File: src/rtl/id_ex_stage_pkg.sv
// id_ex_stage_pkg: shared types and constants for the ID/EX pipeline register.
//   ALU_*       : ALU operation codes carried through to execute unmodified
//   srca_sel_e  : operand A source select (rs1, pc, zero, reserved->zero)
//   fwd_sel_e   : which pipeline stage supplied a forwarded source value
package id_ex_stage_pkg;

    localparam logic [3:0] ALU_XOR = 4'b0000;
    localparam logic [3:0] ALU_SLL = 4'b0001;
    localparam logic [3:0] ALU_ADD = 4'b0010;
    localparam logic [3:0] ALU_AND = 4'b0011;
    localparam logic [3:0] ALU_SRA = 4'b0100;
    localparam logic [3:0] ALU_SRL = 4'b0101;
    localparam logic [3:0] ALU_SUB = 4'b0110;
    localparam logic [3:0] ALU_OR  = 4'b1000;

    typedef enum logic [1:0] {
        SRCA_RS1  = 2'd0,
        SRCA_PC   = 2'd1,
        SRCA_ZERO = 2'd2,
        SRCA_RSVD = 2'd3
    } srca_sel_e;

    typedef enum logic [1:0] {
        FWD_NONE = 2'd0,
        FWD_EXM  = 2'd1,
        FWD_WB   = 2'd2
    } fwd_sel_e;

    // True when op is one of the ALU codes execute understands.
    function automatic logic alu_op_known(input logic [3:0] op);
        return (op == ALU_XOR) || (op == ALU_SLL) || (op == ALU_ADD) ||
               (op == ALU_AND) || (op == ALU_SRA) || (op == ALU_SRL) ||
               (op == ALU_SUB) || (op == ALU_OR);
    endfunction

endpackage

File: src/rtl/id_ex_stage_if.sv
// id_ex_stage_if: bundle of every non-clock signal of the ID/EX stage.
//   decode side   : in_valid/in_ready handshake, flush, id_* decoded fields
//   hazard side   : exm_* (EX/MEM) and wb_* (MEM/WB) write-back information
//   execute side  : out_valid/ex_ready handshake, a/b/alucontrol, ex_* fields
// master = surrounding pipeline, slave = the ID/EX stage itself.
interface id_ex_stage_if #(
    parameter int XLEN   = 32,
    parameter int REG_AW = 5
);
    logic              in_valid;
    logic              in_ready;
    logic              flush;
    logic [XLEN-1:0]   id_pc;
    logic [REG_AW-1:0] id_rs1;
    logic [REG_AW-1:0] id_rs2;
    logic [XLEN-1:0]   id_rs1_data;
    logic [XLEN-1:0]   id_rs2_data;
    logic [XLEN-1:0]   id_imm;
    logic [1:0]        id_srca_sel;
    logic              id_srcb_imm;
    logic [3:0]        id_alucontrol;
    logic [REG_AW-1:0] id_rd;
    logic              id_regwrite;
    logic              id_uses_rs1;
    logic              id_uses_rs2;
    logic              exm_regwrite;
    logic [REG_AW-1:0] exm_rd;
    logic [XLEN-1:0]   exm_result;
    logic              exm_is_load;
    logic              wb_regwrite;
    logic [REG_AW-1:0] wb_rd;
    logic [XLEN-1:0]   wb_result;
    logic              ex_ready;
    logic              out_valid;
    logic [XLEN-1:0]   a;
    logic [XLEN-1:0]   b;
    logic [3:0]        alucontrol;
    logic [REG_AW-1:0] ex_rd;
    logic              ex_regwrite;
    logic [XLEN-1:0]   ex_pc;
    logic [XLEN-1:0]   ex_rs2_val;

    modport master (
        output in_valid, flush, id_pc, id_rs1, id_rs2, id_rs1_data, id_rs2_data,
               id_imm, id_srca_sel, id_srcb_imm, id_alucontrol, id_rd,
               id_regwrite, id_uses_rs1, id_uses_rs2,
               exm_regwrite, exm_rd, exm_result, exm_is_load,
               wb_regwrite, wb_rd, wb_result, ex_ready,
        input  in_ready, out_valid, a, b, alucontrol, ex_rd, ex_regwrite,
               ex_pc, ex_rs2_val
    );

    modport slave (
        input  in_valid, flush, id_pc, id_rs1, id_rs2, id_rs1_data, id_rs2_data,
               id_imm, id_srca_sel, id_srcb_imm, id_alucontrol, id_rd,
               id_regwrite, id_uses_rs1, id_uses_rs2,
               exm_regwrite, exm_rd, exm_result, exm_is_load,
               wb_regwrite, wb_rd, wb_result, ex_ready,
        output in_ready, out_valid, a, b, alucontrol, ex_rd, ex_regwrite,
               ex_pc, ex_rs2_val
    );
endinterface

File: src/rtl/id_ex_stage_fwd_unit.sv
// id_ex_stage_fwd_unit: operand forwarding for one source register.
//   rs_i, uses_i, stored_i     : source index, real-source flag, held value
//   exm_* / wb_*               : producer information from EX/MEM and MEM/WB
//   value_o                    : resolved operand (x0 always reads 0)
//   sel_o                      : which stage supplied value_o
//   luh_o                      : source depends on a load still in EX/MEM
module id_ex_stage_fwd_unit
    import id_ex_stage_pkg::*;
#(
    parameter int XLEN   = 32,
    parameter int REG_AW = 5
) (
    input  logic [REG_AW-1:0] rs_i,
    input  logic              uses_i,
    input  logic [XLEN-1:0]   stored_i,
    input  logic              exm_regwrite_i,
    input  logic [REG_AW-1:0] exm_rd_i,
    input  logic [XLEN-1:0]   exm_result_i,
    input  logic              exm_is_load_i,
    input  logic              wb_regwrite_i,
    input  logic [REG_AW-1:0] wb_rd_i,
    input  logic [XLEN-1:0]   wb_result_i,
    output logic [XLEN-1:0]   value_o,
    output fwd_sel_e          sel_o,
    output logic              luh_o
);
    always_comb begin
        sel_o   = FWD_NONE;
        value_o = stored_i;
        if (rs_i == '0) begin
            value_o = '0;
        end else if (exm_regwrite_i && (exm_rd_i == rs_i)) begin
            sel_o   = FWD_EXM;
            value_o = exm_result_i;
        end else if (wb_regwrite_i && (wb_rd_i == rs_i)) begin
            sel_o   = FWD_WB;
            value_o = wb_result_i;
        end
    end

    assign luh_o = uses_i && exm_is_load_i && (rs_i != '0) && (exm_rd_i == rs_i);

endmodule

File: src/rtl/id_ex_stage.sv
// id_ex_stage: ID/EX pipeline register feeding the ALU.
//   clk, reset : clock, synchronous active-high reset
//   bus        : id_ex_stage_if slave (decode handshake and fields, EX/MEM and
//                MEM/WB forwarding sources, execute handshake and operands)
// Operands are forwarded combinationally from the stored source indices every
// cycle; a load in EX/MEM feeding a used source inserts a bubble.
module id_ex_stage #(
    parameter int XLEN   = 32,
    parameter int REG_AW = 5
) (
    input logic          clk,
    input logic          reset,
    id_ex_stage_if.slave bus
);
    import id_ex_stage_pkg::*;

    logic              valid_q,    valid_d;
    logic [XLEN-1:0]   pc_q,       pc_d;
    logic [REG_AW-1:0] rs1_q,      rs1_d;
    logic [REG_AW-1:0] rs2_q,      rs2_d;
    logic [XLEN-1:0]   rs1_val_q,  rs1_val_d;
    logic [XLEN-1:0]   rs2_val_q,  rs2_val_d;
    logic [XLEN-1:0]   imm_q,      imm_d;
    srca_sel_e         srca_sel_q, srca_sel_d;
    logic              srcb_imm_q, srcb_imm_d;
    logic [3:0]        aluc_q,     aluc_d;
    logic [REG_AW-1:0] rd_q,       rd_d;
    logic              regwrite_q, regwrite_d;
    logic              uses_rs1_q, uses_rs1_d;
    logic              uses_rs2_q, uses_rs2_d;

    logic [XLEN-1:0]   fwd1_val, fwd2_val;
    fwd_sel_e          fwd1_sel, fwd2_sel;
    logic              luh1, luh2, luh;
    logic              load, transfer, out_valid;
    logic [XLEN-1:0]   a_mux;

    id_ex_stage_fwd_unit #(.XLEN(XLEN), .REG_AW(REG_AW)) u_fwd_rs1 (
        .rs_i           (rs1_q),
        .uses_i         (uses_rs1_q),
        .stored_i       (rs1_val_q),
        .exm_regwrite_i (bus.exm_regwrite),
        .exm_rd_i       (bus.exm_rd),
        .exm_result_i   (bus.exm_result),
        .exm_is_load_i  (bus.exm_is_load),
        .wb_regwrite_i  (bus.wb_regwrite),
        .wb_rd_i        (bus.wb_rd),
        .wb_result_i    (bus.wb_result),
        .value_o        (fwd1_val),
        .sel_o          (fwd1_sel),
        .luh_o          (luh1)
    );

    id_ex_stage_fwd_unit #(.XLEN(XLEN), .REG_AW(REG_AW)) u_fwd_rs2 (
        .rs_i           (rs2_q),
        .uses_i         (uses_rs2_q),
        .stored_i       (rs2_val_q),
        .exm_regwrite_i (bus.exm_regwrite),
        .exm_rd_i       (bus.exm_rd),
        .exm_result_i   (bus.exm_result),
        .exm_is_load_i  (bus.exm_is_load),
        .wb_regwrite_i  (bus.wb_regwrite),
        .wb_rd_i        (bus.wb_rd),
        .wb_result_i    (bus.wb_result),
        .value_o        (fwd2_val),
        .sel_o          (fwd2_sel),
        .luh_o          (luh2)
    );

    assign luh          = valid_q && (luh1 || luh2);
    assign out_valid    = valid_q && !luh;
    assign transfer     = out_valid && bus.ex_ready;
    assign bus.in_ready = !valid_q || (bus.ex_ready && !luh);
    assign load         = bus.in_valid && bus.in_ready;

    always_comb begin
        valid_d    = valid_q;
        pc_d       = pc_q;
        rs1_d      = rs1_q;
        rs2_d      = rs2_q;
        rs1_val_d  = rs1_val_q;
        rs2_val_d  = rs2_val_q;
        imm_d      = imm_q;
        srca_sel_d = srca_sel_q;
        srcb_imm_d = srcb_imm_q;
        aluc_d     = aluc_q;
        rd_d       = rd_q;
        regwrite_d = regwrite_q;
        uses_rs1_d = uses_rs1_q;
        uses_rs2_d = uses_rs2_q;
        if (bus.flush) begin
            valid_d = 1'b0;
        end else if (load) begin
            // A load coinciding with a transfer simply replaces the old entry.
            valid_d    = 1'b1;
            pc_d       = bus.id_pc;
            rs1_d      = bus.id_rs1;
            rs2_d      = bus.id_rs2;
            rs1_val_d  = bus.id_rs1_data;
            rs2_val_d  = bus.id_rs2_data;
            imm_d      = bus.id_imm;
            srca_sel_d = srca_sel_e'(bus.id_srca_sel);
            srcb_imm_d = bus.id_srcb_imm;
            aluc_d     = bus.id_alucontrol;
            rd_d       = bus.id_rd;
            regwrite_d = bus.id_regwrite;
            uses_rs1_d = bus.id_uses_rs1;
            uses_rs2_d = bus.id_uses_rs2;
        end else if (transfer) begin
            valid_d = 1'b0;
        end else if (valid_q) begin
            // While held, absorb forwarded values so a producer that retires
            // past WB during the stall is not lost.
            if (fwd1_sel != FWD_NONE) rs1_val_d = fwd1_val;
            if (fwd2_sel != FWD_NONE) rs2_val_d = fwd2_val;
        end
    end

    always_ff @(posedge clk) begin
        if (reset) begin
            valid_q    <= 1'b0;
            pc_q       <= '0;
            rs1_q      <= '0;
            rs2_q      <= '0;
            rs1_val_q  <= '0;
            rs2_val_q  <= '0;
            imm_q      <= '0;
            srca_sel_q <= SRCA_RS1;
            srcb_imm_q <= 1'b0;
            aluc_q     <= ALU_ADD;
            rd_q       <= '0;
            regwrite_q <= 1'b0;
            uses_rs1_q <= 1'b0;
            uses_rs2_q <= 1'b0;
        end else begin
            valid_q    <= valid_d;
            pc_q       <= pc_d;
            rs1_q      <= rs1_d;
            rs2_q      <= rs2_d;
            rs1_val_q  <= rs1_val_d;
            rs2_val_q  <= rs2_val_d;
            imm_q      <= imm_d;
            srca_sel_q <= srca_sel_d;
            srcb_imm_q <= srcb_imm_d;
            aluc_q     <= aluc_d;
            rd_q       <= rd_d;
            regwrite_q <= regwrite_d;
            uses_rs1_q <= uses_rs1_d;
            uses_rs2_q <= uses_rs2_d;
        end
    end

    always_comb begin
        case (srca_sel_q)
            SRCA_RS1: a_mux = fwd1_val;
            SRCA_PC:  a_mux = pc_q;
            default:  a_mux = '0;
        endcase
    end

    assign bus.out_valid   = out_valid;
    assign bus.a           = a_mux;
    assign bus.b           = srcb_imm_q ? imm_q : fwd2_val;
    assign bus.alucontrol  = aluc_q;
    assign bus.ex_rd       = rd_q;
    assign bus.ex_regwrite = regwrite_q && out_valid;
    assign bus.ex_pc       = pc_q;
    assign bus.ex_rs2_val  = fwd2_val;

endmodule
File: src/flat_wrapper.sv
// flat-port wrapper written by rule: the top's interface ports become plain ports
module id_ex_stage_flat import id_ex_stage_pkg::*;
#(
    parameter int XLEN   = 32,
    parameter int REG_AW = 5
)
  (clk, reset, bus_in_valid, bus_flush, bus_id_pc, bus_id_rs1, bus_id_rs2, bus_id_rs1_data, bus_id_rs2_data, bus_id_imm, bus_id_srca_sel, bus_id_srcb_imm, bus_id_alucontrol, bus_id_rd, bus_id_regwrite, bus_id_uses_rs1, bus_id_uses_rs2, bus_exm_regwrite, bus_exm_rd, bus_exm_result, bus_exm_is_load, bus_wb_regwrite, bus_wb_rd, bus_wb_result, bus_ex_ready, bus_in_ready, bus_out_valid, bus_a, bus_b, bus_alucontrol, bus_ex_rd, bus_ex_regwrite, bus_ex_pc, bus_ex_rs2_val);
  id_ex_stage_if #(.XLEN(XLEN), .REG_AW(REG_AW)) bus_i ();
  input logic clk;
  input logic reset;
  input wire logic [$bits(bus_i.in_valid)-1:0] bus_in_valid;
  input wire logic [$bits(bus_i.flush)-1:0] bus_flush;
  input wire logic [$bits(bus_i.id_pc)-1:0] bus_id_pc;
  input wire logic [$bits(bus_i.id_rs1)-1:0] bus_id_rs1;
  input wire logic [$bits(bus_i.id_rs2)-1:0] bus_id_rs2;
  input wire logic [$bits(bus_i.id_rs1_data)-1:0] bus_id_rs1_data;
  input wire logic [$bits(bus_i.id_rs2_data)-1:0] bus_id_rs2_data;
  input wire logic [$bits(bus_i.id_imm)-1:0] bus_id_imm;
  input wire logic [$bits(bus_i.id_srca_sel)-1:0] bus_id_srca_sel;
  input wire logic [$bits(bus_i.id_srcb_imm)-1:0] bus_id_srcb_imm;
  input wire logic [$bits(bus_i.id_alucontrol)-1:0] bus_id_alucontrol;
  input wire logic [$bits(bus_i.id_rd)-1:0] bus_id_rd;
  input wire logic [$bits(bus_i.id_regwrite)-1:0] bus_id_regwrite;
  input wire logic [$bits(bus_i.id_uses_rs1)-1:0] bus_id_uses_rs1;
  input wire logic [$bits(bus_i.id_uses_rs2)-1:0] bus_id_uses_rs2;
  input wire logic [$bits(bus_i.exm_regwrite)-1:0] bus_exm_regwrite;
  input wire logic [$bits(bus_i.exm_rd)-1:0] bus_exm_rd;
  input wire logic [$bits(bus_i.exm_result)-1:0] bus_exm_result;
  input wire logic [$bits(bus_i.exm_is_load)-1:0] bus_exm_is_load;
  input wire logic [$bits(bus_i.wb_regwrite)-1:0] bus_wb_regwrite;
  input wire logic [$bits(bus_i.wb_rd)-1:0] bus_wb_rd;
  input wire logic [$bits(bus_i.wb_result)-1:0] bus_wb_result;
  input wire logic [$bits(bus_i.ex_ready)-1:0] bus_ex_ready;
  output wire logic [$bits(bus_i.in_ready)-1:0] bus_in_ready;
  output wire logic [$bits(bus_i.out_valid)-1:0] bus_out_valid;
  output wire logic [$bits(bus_i.a)-1:0] bus_a;
  output wire logic [$bits(bus_i.b)-1:0] bus_b;
  output wire logic [$bits(bus_i.alucontrol)-1:0] bus_alucontrol;
  output wire logic [$bits(bus_i.ex_rd)-1:0] bus_ex_rd;
  output wire logic [$bits(bus_i.ex_regwrite)-1:0] bus_ex_regwrite;
  output wire logic [$bits(bus_i.ex_pc)-1:0] bus_ex_pc;
  output wire logic [$bits(bus_i.ex_rs2_val)-1:0] bus_ex_rs2_val;
  assign bus_i.in_valid = bus_in_valid;
  assign bus_i.flush = bus_flush;
  assign bus_i.id_pc = bus_id_pc;
  assign bus_i.id_rs1 = bus_id_rs1;
  assign bus_i.id_rs2 = bus_id_rs2;
  assign bus_i.id_rs1_data = bus_id_rs1_data;
  assign bus_i.id_rs2_data = bus_id_rs2_data;
  assign bus_i.id_imm = bus_id_imm;
  assign bus_i.id_srca_sel = bus_id_srca_sel;
  assign bus_i.id_srcb_imm = bus_id_srcb_imm;
  assign bus_i.id_alucontrol = bus_id_alucontrol;
  assign bus_i.id_rd = bus_id_rd;
  assign bus_i.id_regwrite = bus_id_regwrite;
  assign bus_i.id_uses_rs1 = bus_id_uses_rs1;
  assign bus_i.id_uses_rs2 = bus_id_uses_rs2;
  assign bus_i.exm_regwrite = bus_exm_regwrite;
  assign bus_i.exm_rd = bus_exm_rd;
  assign bus_i.exm_result = bus_exm_result;
  assign bus_i.exm_is_load = bus_exm_is_load;
  assign bus_i.wb_regwrite = bus_wb_regwrite;
  assign bus_i.wb_rd = bus_wb_rd;
  assign bus_i.wb_result = bus_wb_result;
  assign bus_i.ex_ready = bus_ex_ready;
  assign bus_in_ready = bus_i.in_ready;
  assign bus_out_valid = bus_i.out_valid;
  assign bus_a = bus_i.a;
  assign bus_b = bus_i.b;
  assign bus_alucontrol = bus_i.alucontrol;
  assign bus_ex_rd = bus_i.ex_rd;
  assign bus_ex_regwrite = bus_i.ex_regwrite;
  assign bus_ex_pc = bus_i.ex_pc;
  assign bus_ex_rs2_val = bus_i.ex_rs2_val;
  id_ex_stage #(.XLEN(XLEN), .REG_AW(REG_AW)) u_core (.clk(clk), .reset(reset), .bus(bus_i));
endmodule
File: config.mk
export PLATFORM = sky130hd
export DESIGN_NAME = id_ex_stage_flat
export DESIGN_NICKNAME = d
export VERILOG_FILES = /design/src/rtl/id_ex_stage_pkg.sv /design/src/rtl/id_ex_stage_if.sv /design/src/rtl/id_ex_stage_fwd_unit.sv /design/src/rtl/id_ex_stage.sv /design/src/flat_wrapper.sv
export SDC_FILE = /design/constraint.sdc
export NUM_CORES = 1
export LEC_CHECK = 0
export CORE_ASPECT_RATIO = 0.6
export CORE_MARGIN = 2
export CORE_UTILIZATION = 25
export CTS_CLUSTER_SIZE = 24
export DETAILED_ROUTE_END_ITERATION = 8
export PLACE_DENSITY_LB_ADDON = 0.05
export SYNTH_ARGS = -nofsm -noshare
export SYNTH_HDL_FRONTEND = slang
export SYNTH_SLANG_ARGS = --single-unit
export TNS_END_PERCENT = 10
File: constraint.sdc
create_clock -name clk -period 4.2 [get_ports clk]
set_input_delay 0.42 -clock clk [delete_from_list [all_inputs] [get_ports clk]]
set_output_delay 0.42 -clock clk [all_outputs]
set_load 0.05 [all_outputs]
; ---- After elaboration in Yosys (flattened, before gate mapping)
; Index checks and enable logic that the tools add are counted.
[classes]
eq_ne = 6
muxes = 24
n_bitwise = 1
reduce_logical = 35
[op_table]
columns = cell, count
row1 = two-way mux 32 bit, 15
row2 = case mux 32 bit (2 select lines), 1
row3 = equality test 5 bit, 4
row4 = logical AND 1 bit, 16
row5 = two-way mux 2 bit, 6
row6 = nonzero test 2 bit, 6
row7 = zero test 5 bit, 2
row8 = nonzero test 5 bit, 2
row9 = AND reduction 4 bit, 2
row10 = "equality test 2 x 1 -> 1 bit, second input constant", 1
row11 = zero test 1 bit, 2
row12 = zero test 2 bit, 1
row13 = logical OR 1 bit, 2
row14 = two-way mux 1 bit, 2
row15 = "!= test 2 x 1 -> 1 bit, second input constant", 1
row16 = AND reduction 2 bit, 1
row17 = OR reduction 2 bit, 1
row18 = inverter 1 bit, 1
[totals]
ff_bits = 154
inputBits = 235

; ---- Logic depth before layout (Yosys ltp)
; Gate-level depths: netlist of run 1.
[logic_depth]
ltp_word = 11
depth_mapped = 10

; ---- Cells and area by module
; From an unflattened synthesis of run 1, not the netlist that was laid out.
[hier_totals]
hier_cells = 1238
area_unflattened_um2 = 9205.1
[modules_own_cells]
columns = module, instances, cells_each, area_per_inst_um2
row1 = id_ex_stage, 1, 878, 7048.0
row2 = id_ex_stage_fwd_unit, 2, 180, 1078.5

; ---- Least setup slack after synthesis of run 1
; Ideal clock, no wire load.
[synth_timing]
kind = input-to-output
from = input port bus_wb_regwrite
to = output port bus_b[10]
arrival_time_ns = 3.346
required_time_ns = 3.780
slack_ns = 0.434
cell_stages = 6
cell_sequence = clkbuf_1 clkbuf_1 nand2_1 or3_1 a311oi_1 mux2_2
[synth_via]
elab_chain_len = 5
[synth_lines]
columns = element, line_no
row1 = "start, declared", flat_wrapper.sv:30  ; input wire logic [$bits(bus_i.wb_regwrite)-1:0] bus_wb_regwrite;
row2 = logical AND 1 bit, id_ex_stage_fwd_unit.sv:35  ; end else if (wb_regwrite_i && (wb_rd_i == rs_i)) begin
row3 = two-way mux 32 bit, id_ex_stage_fwd_unit.sv:35
row4 = two-way mux 32 bit, id_ex_stage_fwd_unit.sv:32  ; end else if (exm_regwrite_i && (exm_rd_i == rs_i)) begin
row5 = two-way mux 32 bit, id_ex_stage_fwd_unit.sv:30  ; if (rs_i == '0) begin
row6 = named net bus_ex_rs2_val[10], flat_wrapper.sv:42  ; output wire logic [$bits(bus_i.ex_rs2_val)-1:0] bus_ex_rs2_val;
row7 = two-way mux 32 bit, id_ex_stage.sv:163  ; assign bus.b = srcb_imm_q ? imm_q : fwd2_val;
row8 = "end, declared", flat_wrapper.sv:37  ; output wire logic [$bits(bus_i.b)-1:0] bus_b;
; The timed path passes the listed nets, and every way through them passes these cells.

; ---- Final worst setup path of run 1
[layout_timing]
from = register u_core.rs1_q[4]
to = output port bus_a[30]
[layout_via]
elab_chain_len = 6
elab_cells_between_ends = 9
cone_classes = 2 x eq/ne / 4 x mux / 3 x reduce/logical
[layout_lines]
columns = element, line_no
row1 = "start, declared", id_ex_stage.sv:19  ; logic [REG_AW-1:0] rs1_q, rs1_d;
row2 = "start signal, assigned", id_ex_stage.sv:138  ; rs1_q <= rs1_d;
row3 = equality test 5 bit, id_ex_stage_fwd_unit.sv:35
row4 = logical AND 1 bit, id_ex_stage_fwd_unit.sv:35
row5 = two-way mux 32 bit, id_ex_stage_fwd_unit.sv:35
row6 = two-way mux 32 bit, id_ex_stage_fwd_unit.sv:32
row7 = two-way mux 32 bit *, id_ex_stage_fwd_unit.sv:30
row8 = case mux 32 bit (2 select lines) *, id_ex_stage.sv:154  ; case (srca_sel_q)
row9 = "end, declared", flat_wrapper.sv:36  ; output wire logic [$bits(bus_i.a)-1:0] bus_a;
; Mark *: on every way between the ends. The rest lies on a longest branch, timed or not.

==> results of run 1 <==
-- worst max path at each step --
stage	from	to	cells after the start
6_report	u_core.rs1_q[4]$_SDFFE_PP0P_	bus_a[30]	7
4_1_cts	u_core.rs1_q[4]$_SDFFE_PP0P_	bus_a[21]	7
5_1_grt	u_core.rs1_q[4]$_SDFFE_PP0P_	bus_a[23]	7
3_3_place_gp	bus_wb_rd[4]	u_core.rs1_val_q[20]$_SDFFE_PP0P_	8
2_1_floorplan	bus_wb_regwrite	bus_b[10]	6
3_5_place_dp	bus_wb_rd[4]	u_core.rs1_val_q[26]$_SDFFE_PP0P_	8
-- flip-flops by register name (all words and copies together) (netlist names) --
register and count:
u_core.bus.ex_pc 32, u_core.imm_q 32, u_core.rs1_val_q 32, u_core.rs2_val_q 32, u_core.bus.ex_rd 5, u_core.rs1_q 5, u_core.rs2_q 5, u_core.bus.alucontrol 4
u_core.srca_sel_q 2, u_core.regwrite_q 1, u_core.srcb_imm_q 1, u_core.uses_rs1_q 1, u_core.uses_rs2_q 1, u_core.valid_q 1
-- metrics by stage --
step | setup slack (ns) | area, µm² | instances | total power [mW]
after floorplan | 0.434 | 9560 | 1293 | 2.61
after global placement | 0.524 | 14900 | 2100 | 3.55
after detailed placement | 0.361 | 14900 | 2100 | 3.56
after CTS | 0.516 | 15500 | 2132 | 5.20
after global routing | 0.281 | 15500 | 2136 | 5.39
final | 0.487 | 15500 | 2138 | 5.16
-- per-layer routing --
metal	routed length, µm	share of wire (%)	GRT usage (%)
met1	23200	49	33.2
met2	21000	44	36.6
met3	2790	5.8	5.43
met4	699	1.5	5.68
met5	25	0.052	0
-- report_power, final --
part | leakage (nW) | switching (mW) | internal [mW]
Clock | 0.284 | 0.770 | 0.865
Combinational | 3.80 | 1.06 | 0.819
Sequential | 1.27 | 0.0831 | 1.56
-- cells in the mapped netlist, types with 33 or more instances --
| library cell | instances | area [µm²] |
|---|---|---|
| nor3_1 | 100 | 500 |
| a211oi_1 | 33 | 248 |
| o31ai_1 | 33 | 248 |
| clkbuf_1 | 104 | 390 |
| dfxtp_1 | 154 | 3080 |
| nand2_1 | 214 | 803 |
| nor2_1 | 131 | 492 |
| or3_1 | 55 | 344 |
| nor4_1 | 34 | 213 |
| o21ai_0 | 64 | 320 |
| a21oi_1 | 88 | 440 |
| nand2b_1 | 33 | 206 |
-- kinds of logic (layout without fill, tap and decap cells) --
group                     count (synthesis)  count (layout)  synth area share [%]
AOI/OAI and AO/OA                       291             291                  19.4
xor gates and xnor gates                 21              21                  2.00
buffers and inverters                   140             466                  6.19
DFF                                     154             154                  32.2
muxes                                    64              64                  7.12
other                                     0               6                     0
and+or+nand+nor                         623             623                  33.1
-- critical path, stage by stage (launching register included) --
cell and delay (ns):
dfxtp_1 0.61, xnor2_2 0.17, nand3_2 0.12, or3_2 0.83, a31oi_1 0.58, mux2i_1 0.14
nor2_1 0.21, buf_12 0.17
-- cell type report --
| type | count | area [µm²] | share of cell area (%) |
|---|---|---|---|
| clock buffer | 19 | 453 | 2.92 |
| tap | 513 | 642 | 4.14 |
| inverter | 4 | 15.0 | 0.0970 |
| timing repair buffer | 430 | 5170 | 33.4 |
| clock inverter | 13 | 134 | 0.865 |
| sequential | 154 | 3090 | 19.9 |
| antenna | 6 | 15.0 | 0.0970 |
| multi-input combinational | 999 | 5970 | 38.6 |
==> flow_summary.ini, run 1 <==
[floorplan]
initial_core_util_pct = 25.4
io_pins = 375
dieArea_mm2 = 0.0399
core_area_mm2 = 0.0377
die_h_um = 155
num_rows = 55
die_w_um = 256

[finish]
nets = 1841
layout-area-overhead-vs-synth_pct = 61.9
fillers = 3900
final_cell_mix = 272 x clkdlybuf4s50_1, 210 x nand2_1, 152 x dfxtp_1, 131 x nor2_1, 101 x buf_12
finish.utilization_pct = 41.1
layout_commonest_cell = clkdlybuf4s50_1
drive_gt1_share_pct = 16.7

[power]
peakVddDrop_mv = 0.274
leakagePower_nw = 5.35
power.density_mw_per_mm2 = 333

[job]
cap_violations = 0

[yosys]
netlist-cell-type-count = 48
synth_edf_count = 0
syn_inst = 1293
netlist_area_mm2 = 0.00956
synthFlopType = dfxtp_1
async_reset_ff_share_pct = 0
ys_seq_area_share_pct = 32.2
ys_ff_latch = 154
syn_area_per_cell_um2 = 7.40
ys_warn_count = 0
syn_nets = 1528

[clock_network]
clk_latency_ns = 0.45
cts_buffer_depth = 2
cts.reportedPaths.clkPinSlew_ns = 0.07
cts.sinks = 154
post_cts_resized = 0
cts_tree = yes
post_cts_buffers = 0
htreeDepth = 4
numCtsBuffers = 17
root_buffer = clkbuf_16
cts_hold_buf = 0

[detailed_routing]
vias = 11100
ant_nets = 0
first_pass_iters = 5
dr.first_iter.drc_count = 747
vias_per_cell = 5.17
wl_um = 47800
drt-wirelength-per-cell_um = 22.3
drc_errors = 0

[hold_path]
hold_depth = 2
hp-start = u_core.imm_q[17]$_SDFFE_PP0P_
hold_path_end = u_core.imm_q[17]$_SDFFE_PP0P_
hp-class = reg -> reg

[placement]
hpwl_um = 32900
gp_congestion = 0.841
portBuffers = 374

[critical_path]
setup.worst_path.end_class = output pin
path_max_fanout = 32
crit_arrival_ns = 3.29
startpoint_type = flop
reg2reg_slack_ns = 0.88
r2r_cells = 7
reg2reg_from = u_core.rs1_q[4]$_SDFFE_PP0P_
worstPathRequired_ns = 3.78
reg2reg_to = u_core.rs1_val_q[26]$_SDFFE_PP0P_
critical_path_class = reg -> out

[outcome]
status = finished, final reports clean

[sta]
max_freq_ghz = 0.269
rsz0062_at_grt = no
post-route-period-util_pct = 88.4
slew_headroom_pct = 18.7
finalHoldViolCount = 0
worst_pin_slew_ns = 1.22
fin_worst_skew_ns = 0.0104
min_period_ns = 3.71
finalSetupViolCount = 0
slew_viol_final = 0
whs_ns = 0.454
fin_tns_setup_ns = 0

[grt]
grt.overflow.total = 0
grt_pass1_wl_um = 72300
antenna_found_initial = 8
grt_pass1_vias = 11200
gr-usage-all-layers_pct = 23.6
grt_start_max_net_pins = 99
No activity file was read; power rests on OpenSTA's default activity.
==> inputs of run 2 (changes only) <==
--- a/config.mk
+++ b/config.mk
@@ -5,11 +5,13 @@
 export SDC_FILE = /design/constraint.sdc
 export NUM_CORES = 1
 export LEC_CHECK = 0
+export ABC_CLOCK_PERIOD_IN_PS = 4200
 export CORE_ASPECT_RATIO = 0.6
 export CORE_MARGIN = 2
 export CORE_UTILIZATION = 25
 export CTS_CLUSTER_SIZE = 24
 export DETAILED_ROUTE_END_ITERATION = 8
+export GPL_TIMING_DRIVEN = 0
 export PLACE_DENSITY_LB_ADDON = 0.05
 export SYNTH_ARGS = -nofsm -noshare
 export SYNTH_HDL_FRONTEND = slang
==> run 2 against run 1 <==
Effect of this change: the flow now finishes with violations (negative setup slack); sequential share of layout area grew 1.1 points; critical path depth is 1 higher; clock power decreased by 4%; sequential power about the same; first-iteration DRC count up 4.8%; die area stayed put; final area down 5.3%; core utilization decreased by 2.2 points; worst setup slack worse by 0.51 ns; power down 5.3%; critical endpoint is now bus_b[27]; largest cell class unchanged; highest routed layer unchanged.
==> flow_summary.ini, run 2 (same netlist as run 1, synthesis figures left out) <==
[outcome]
status = finished, violations left
violations = negative setup slack

[finish]
layout-area-overhead-vs-synth_pct = 53.3
layout_commonest_cell = clkdlybuf4s50_1
finish.utilization_pct = 38.9
multi_input_area_mm2 = 0.00609
ff_latch_area_mm2 = 0.00308
final_cell_mix = 277 x clkdlybuf4s50_1, 213 x nand2_1, 154 x dfxtp_1, 131 x nor2_1, 103 x clkbuf_1
fillers = 4053
nets = 1920
drive_gt1_share_pct = 10.0

[clock_network]
clk_latency_ns = 0.46
root_buffer = clkbuf_16
cts_tree = yes
htreeDepth = 4
cts_hold_buf = 0
numCtsBuffers = 17
cts.reportedPaths.clkPinSlew_ns = 0.08
post_cts_buffers = 0
cts_buffer_depth = 2
cts.sinks = 154

[critical_path]
crit_start = bus_wb_rd[3]
critical_path_class = in -> out
startpoint_type = input port
setup.worst_path.end_class = output pin
worstPathRequired_ns = 3.78
reg2reg_from = u_core.rs2_q[3]$_SDFFE_PP0P_
path_max_fanout = 10
crit_arrival_ns = 3.80

[detailed_routing]
drt-wirelength-per-cell_um = 23.3
vias_per_cell = 5.15
dr.first_iter.drc_count = 783
wl_um = 51500
vias = 11400
first_pass_iters = 5
drc_errors = 0
ant_nets = 0

[sta]
post-route-period-util_pct = 101
setup_slack_ns = -0.0219
fin_worst_skew_ns = 0.0138
worst_pin_slew_ns = 1.02
finalSetupViolCount = 2
finalHoldViolCount = 0
slew_headroom_pct = 31.9
min_period_ns = 4.22
max_freq_ghz = 0.237
slew_viol_final = 0
rsz0062_at_grt = yes

[grt]
grt.overflow.total = 0
grt_pass1_vias = 11400
grt_util_met1_pct = 35.8
use_met3_pct = 6.26
busiest_layer = met2
gr-usage-all-layers_pct = 25.4
grt_pass1_wl_um = 75100
antenna_found_initial = 2
grt_start_max_net_pins = 17
use_met2_pct = 38.5

[floorplan]
initial_core_util_pct = 25.4
die_w_um = 256
num_rows = 55
dieArea_mm2 = 0.0399
io_pins = 375
core_area_mm2 = 0.0377
die_h_um = 155

[power]
netSwitchingPower_mw = 1.92
pwr-share-seq_pct = 33.3
internal_power_mw = 2.96
clkPwrFrac_pct = 32.1
pwr-share-comb_pct = 34.5
leakagePower_nw = 5.56
power.density_mw_per_mm2 = 333
netSwitchingFraction_pct = 39.3
peakVddDrop_mv = 0.300

[job]
cap_violations = 0

[hold_path]
hp-start = u_core.regwrite_q$_SDFFE_PP0P_
hp-class = reg -> reg

[placement]
gp_congestion = 0.875
hpwl_um = 40400
dp_slack_ns = -0.797
portBuffers = 373
## run 2: cell types whose count changed in the layout (fill, tap and decap cells not counted), moves of 25 or more
cell and change:
dlygate4sd2_1 +49, a311oi_1 -26, dlymetal6s2s_1 +30, clkbuf_1 +103, buf_4 -52, a311oi_2 +25, buf_12 -101
## run 2: routing by layer
metal	share of wire (%)	routed length, µm
met4	1.7	852
met5	0.031	16
met2	43	22200
met1	49	25000
met3	6.6	3380
## run 2: through the flow
step	hold slack (ns)	instances	total power, mW	setup TNS [ns]	cell area (µm²)
floorplan	0.432	1293	2.61	0	9560
global placement	0.439	2179	3.35	-17.86	13900
detailed placement	0.442	2179	3.36	-20.40	13900
CTS	0.454	2211	4.91	-0.0970	14600
global route	0.466	2211	5.09	-0.465	14700
finish	0.451	2213	4.88	-0.0308	14700
## run 2: final timing paths
check | end | cells past startpoint | slack, ns
worst max-delay path | bus_b[27] | 8 | -0.02
worst min-delay path | u_core.regwrite_q$_SDFFE_PP0P_ | 2 | 0.45
worst max register to register | u_core.bus.ex_pc[29]$_SDFFE_PP0P_ | 9 | 0.85
worst min register to register | u_core.regwrite_q$_SDFFE_PP0P_ | 2 | 0.45
## run 2: timing repair
item                       4_1_cts  5_1_grt
pin swaps                        0        1
setup endpoints to repair       85       63
resized for setup               95       65
## run 2: cell type report
class,count,share of cell area (%)
Antenna cell,2,0.0341
Buffer,136,3.95
Clock buffer,20,3.11
Clock inverter,12,0.725
Inverter,4,0.102
Multi-Input combinational cell,999,41.6
Sequential cell,154,21.0
Tap cell,513,4.38
Timing Repair Buffer,373,25.1
## run 2: power groups by stage
stage          sequential (mW)  combinational [mW]  clock [mW]
2_1_floorplan             1.72               0.892           0
3_3_place_gp              1.66                1.69           0
3_5_place_dp              1.66                1.70           0
4_1_cts                   1.63                1.69        1.60
5_1_grt                   1.64                1.80        1.66
6_report                  1.63                1.69        1.57
## run 2: worst max-delay path, stage by stage
cell and delay, ns:
clkdlybuf4s50_1 0.54, xor2_2 0.37, nand2b_1 0.40, clkbuf_1 0.41, o21ai_0 0.14, a311oi_1 0.47
mux2_2 0.25, clkdlybuf4s50_1 0.79
==> inputs of run 3 (changes only) <==
--- a/config.mk
+++ b/config.mk
@@ -12,7 +12,9 @@
 export CTS_CLUSTER_SIZE = 24
 export DETAILED_ROUTE_END_ITERATION = 8
 export GPL_TIMING_DRIVEN = 0
-export PLACE_DENSITY_LB_ADDON = 0.05
+export PLACE_DENSITY = 0.48
+export REMOVE_ABC_BUFFERS = 1
+export SLEW_MARGIN = 10
 export SYNTH_ARGS = -nofsm -noshare
 export SYNTH_HDL_FRONTEND = slang
 export SYNTH_SLANG_ARGS = --single-unit
==> run 3 against run 2 <==
Effect of this change: the flow now finishes without violations; cell count fell by 4.1%; register-to-register slack got worse by 0.54 ns; critical endpoint is now bus_b[20]; sequential power about the same.
==> flow_summary.ini, run 3 (same netlist as run 1, synthesis figures left out) <==
[outcome]
status = finished, final reports clean

[sta]
slew_headroom_pct = 36.7
fin_worst_skew_ns = 0.0113
slew_viol_final = 0
finalHoldViolCount = 0
min_period_ns = 4.12
finalSetupViolCount = 0
max_freq_ghz = 0.243
post-route-period-util_pct = 98.0
worst_pin_slew_ns = 0.947

[finish]
drive_gt1_share_pct = 11.3
fillers = 3945
final_cell_mix = 310 x clkdlybuf4s50_1, 209 x nand2_1, 151 x dfxtp_1, 131 x nor2_1, 100 x nor3_1
layout_commonest_cell = clkdlybuf4s50_1
layout-area-overhead-vs-synth_pct = 57.2
ff_latch_area_mm2 = 0.00309
multi_input_area_mm2 = 0.00614
final_cell_count_no_fill = 2123
nets = 1832
final_area_mm2 = 0.0150

[hold_path]
hp-start = reset
hp-class = in -> reg
hold_depth = 2
hold_path_end = u_core.imm_q[3]$_SDFFE_PP0P_

[grt]
gr-usage-all-layers_pct = 23.5
grt_start_max_net_pins = 91
grt_pass1_vias = 11100
grt.overflow.total = 0
antenna_found_initial = 1
grt_pass1_wl_um = 71300

[power]
power.density_mw_per_mm2 = 332
leakagePower_nw = 5.60
internal_power_mw = 3.12
pwr-share-comb_pct = 34.8
clkPwrFrac_pct = 32.3
pwr-share-seq_pct = 32.8
netSwitchingPower_mw = 1.87
netSwitchingFraction_pct = 37.5
power_mw = 4.99
peakVddDrop_mv = 0.273

[critical_path]
critical_path_class = reg -> out
setup.worst_path.end_class = output pin
startpoint_type = flop
reg2reg_to = u_core.rs2_val_q[30]$_SDFFE_PP0P_
r2r_cells = 10
worstPathRequired_ns = 3.78
crit_arrival_ns = 3.70
reg2reg_slack_ns = 0.31
path_max_fanout = 15
reg2reg_from = u_core.rs2_q[1]$_SDFFE_PP0P_

[placement]
gp_congestion = 0.790
postPlaceCellArea_mm2 = 0.0143
portBuffers = 374
dp_cells = 2086
hpwl_um = 33600

[clock_network]
clk_latency_ns = 0.45
htreeDepth = 4
root_buffer = clkbuf_16
cts.sinks = 154
cts_buffer_depth = 2
cts.reportedPaths.clkPinSlew_ns = 0.07
numCtsBuffers = 17
cts_tree = yes

[detailed_routing]
wl_um = 48500
drt-wirelength-per-cell_um = 22.8
vias = 11100
first_pass_iters = 4
ant_nets = 0
dr.first_iter.drc_count = 695
vias_per_cell = 5.24
drc_errors = 0

[floorplan]
num_rows = 55
core_area_mm2 = 0.0377
dieArea_mm2 = 0.0399
die_h_um = 155
die_w_um = 256
initial_core_util_pct = 25.4
io_pins = 375

[job]
cap_violations = 0
==> run 3: cell types whose count changed in the layout (fill, tap and decap cells not counted), sizes merged, moves of 2 or more <==
cell / previous run / this run
buf: 32 / 47
bufinv: 0 / 2
clkbuf: 137 / 21
clkdlybuf4s50: 277 / 310
dlygate4sd2: 49 / 26
inv: 9 / 6
==> run 3: per-stage QoR <==
step                setup slack [ns]  hold slack (ns)  utilization [%]  setup TNS (ns)
floorplan                     -0.944            0.426                -         -141.32
global placement               -5.40            0.440             35.5        -1010.38
detailed placement             -1.08            0.444             37.8          -60.12
CTS                           -0.121            0.373             39.5          -0.237
global route                -0.00217            0.396             39.8        -0.00217
finish                        0.0826            0.388             39.9               0
==> run 3: how the worst max path moves through the flow <==
stage | start | endpoint | slack [ns] | cells after the start
4_1_cts | u_core.rs1_q[4]$_SDFFE_PP0P_ | bus_a[27] | -0.12 | 7
6_report | u_core.rs2_q[4]$_SDFFE_PP0P_ | bus_b[20] | 0.08 | 8
3_5_place_dp | bus_exm_rd[4] | bus_a[9] | -1.08 | 8
5_1_grt | bus_wb_rd[3] | bus_b[30] | -0.002 | 9
2_1_floorplan | bus_exm_rd[3] | u_core.rs1_val_q[10]$_SDFFE_PP0P_ | -0.94 | 6
3_3_place_gp | bus_exm_rd[0] | u_core.rs2_val_q[10]$_SDFFE_PP0P_ | -5.40 | 7
==> run 3: power by group through the flow <==
| stage | combinational [mW] | sequential (mW) | clock [mW] |
|---|---|---|---|
| after floorplan | 0.821 | 1.74 | 0 |
| after global placement | 1.63 | 1.68 | 0 |
| after detailed placement | 1.71 | 1.67 | 0 |
| after CTS | 1.72 | 1.64 | 1.66 |
| after global routing | 1.84 | 1.65 | 1.71 |
| final | 1.74 | 1.64 | 1.61 |
==> run 3: layout make-up <==
type | count | share of cell area [%]
inverter | 4 | 0.0999
antenna | 2 | 0.0333
tap | 513 | 4.27
multi-input combinational | 1002 | 40.8
sequential | 154 | 20.5
clock inverter | 11 | 0.816
timing repair buffer | 418 | 30.5
clock buffer | 19 | 2.95
==> run 3: what timing repair did <==
item / CTS / global route
hold buffers: 0 / 0
gates cloned: 2 / 1
pin swaps: 4 / 1
setup buffers: 2 / 0
gates resized for setup: 47 / 45
endpoints found under the setup margin: 99 / 45
endpoints found under the hold margin: 0 / 0
==> run 3: metal layers <==
layer | GRT usage [%] | wire length (µm) | vias up | part of all wire (%)
met5 | 0 | 0 | - | 0
met4 | 6.92 | 968 | 0 | 2.0
met3 | 5.44 | 3550 | 56 | 7.3
met2 | 37.5 | 21800 | 431 | 45
met1 | 31.5 | 22100 | 5362 | 46
li1 | - | - | 5276 | -
==> run 3: critical path, cell delays in order (launching register included) <==
cell             delay [ns]
dfxtp_1                0.61
xnor2_1                0.20
nand4_1                0.16
buf_6                  0.19
buf_8                  0.16
or3_1                  0.36
a311oi_2               0.51
mux2_2                 0.25
clkdlybuf4s50_1        0.79
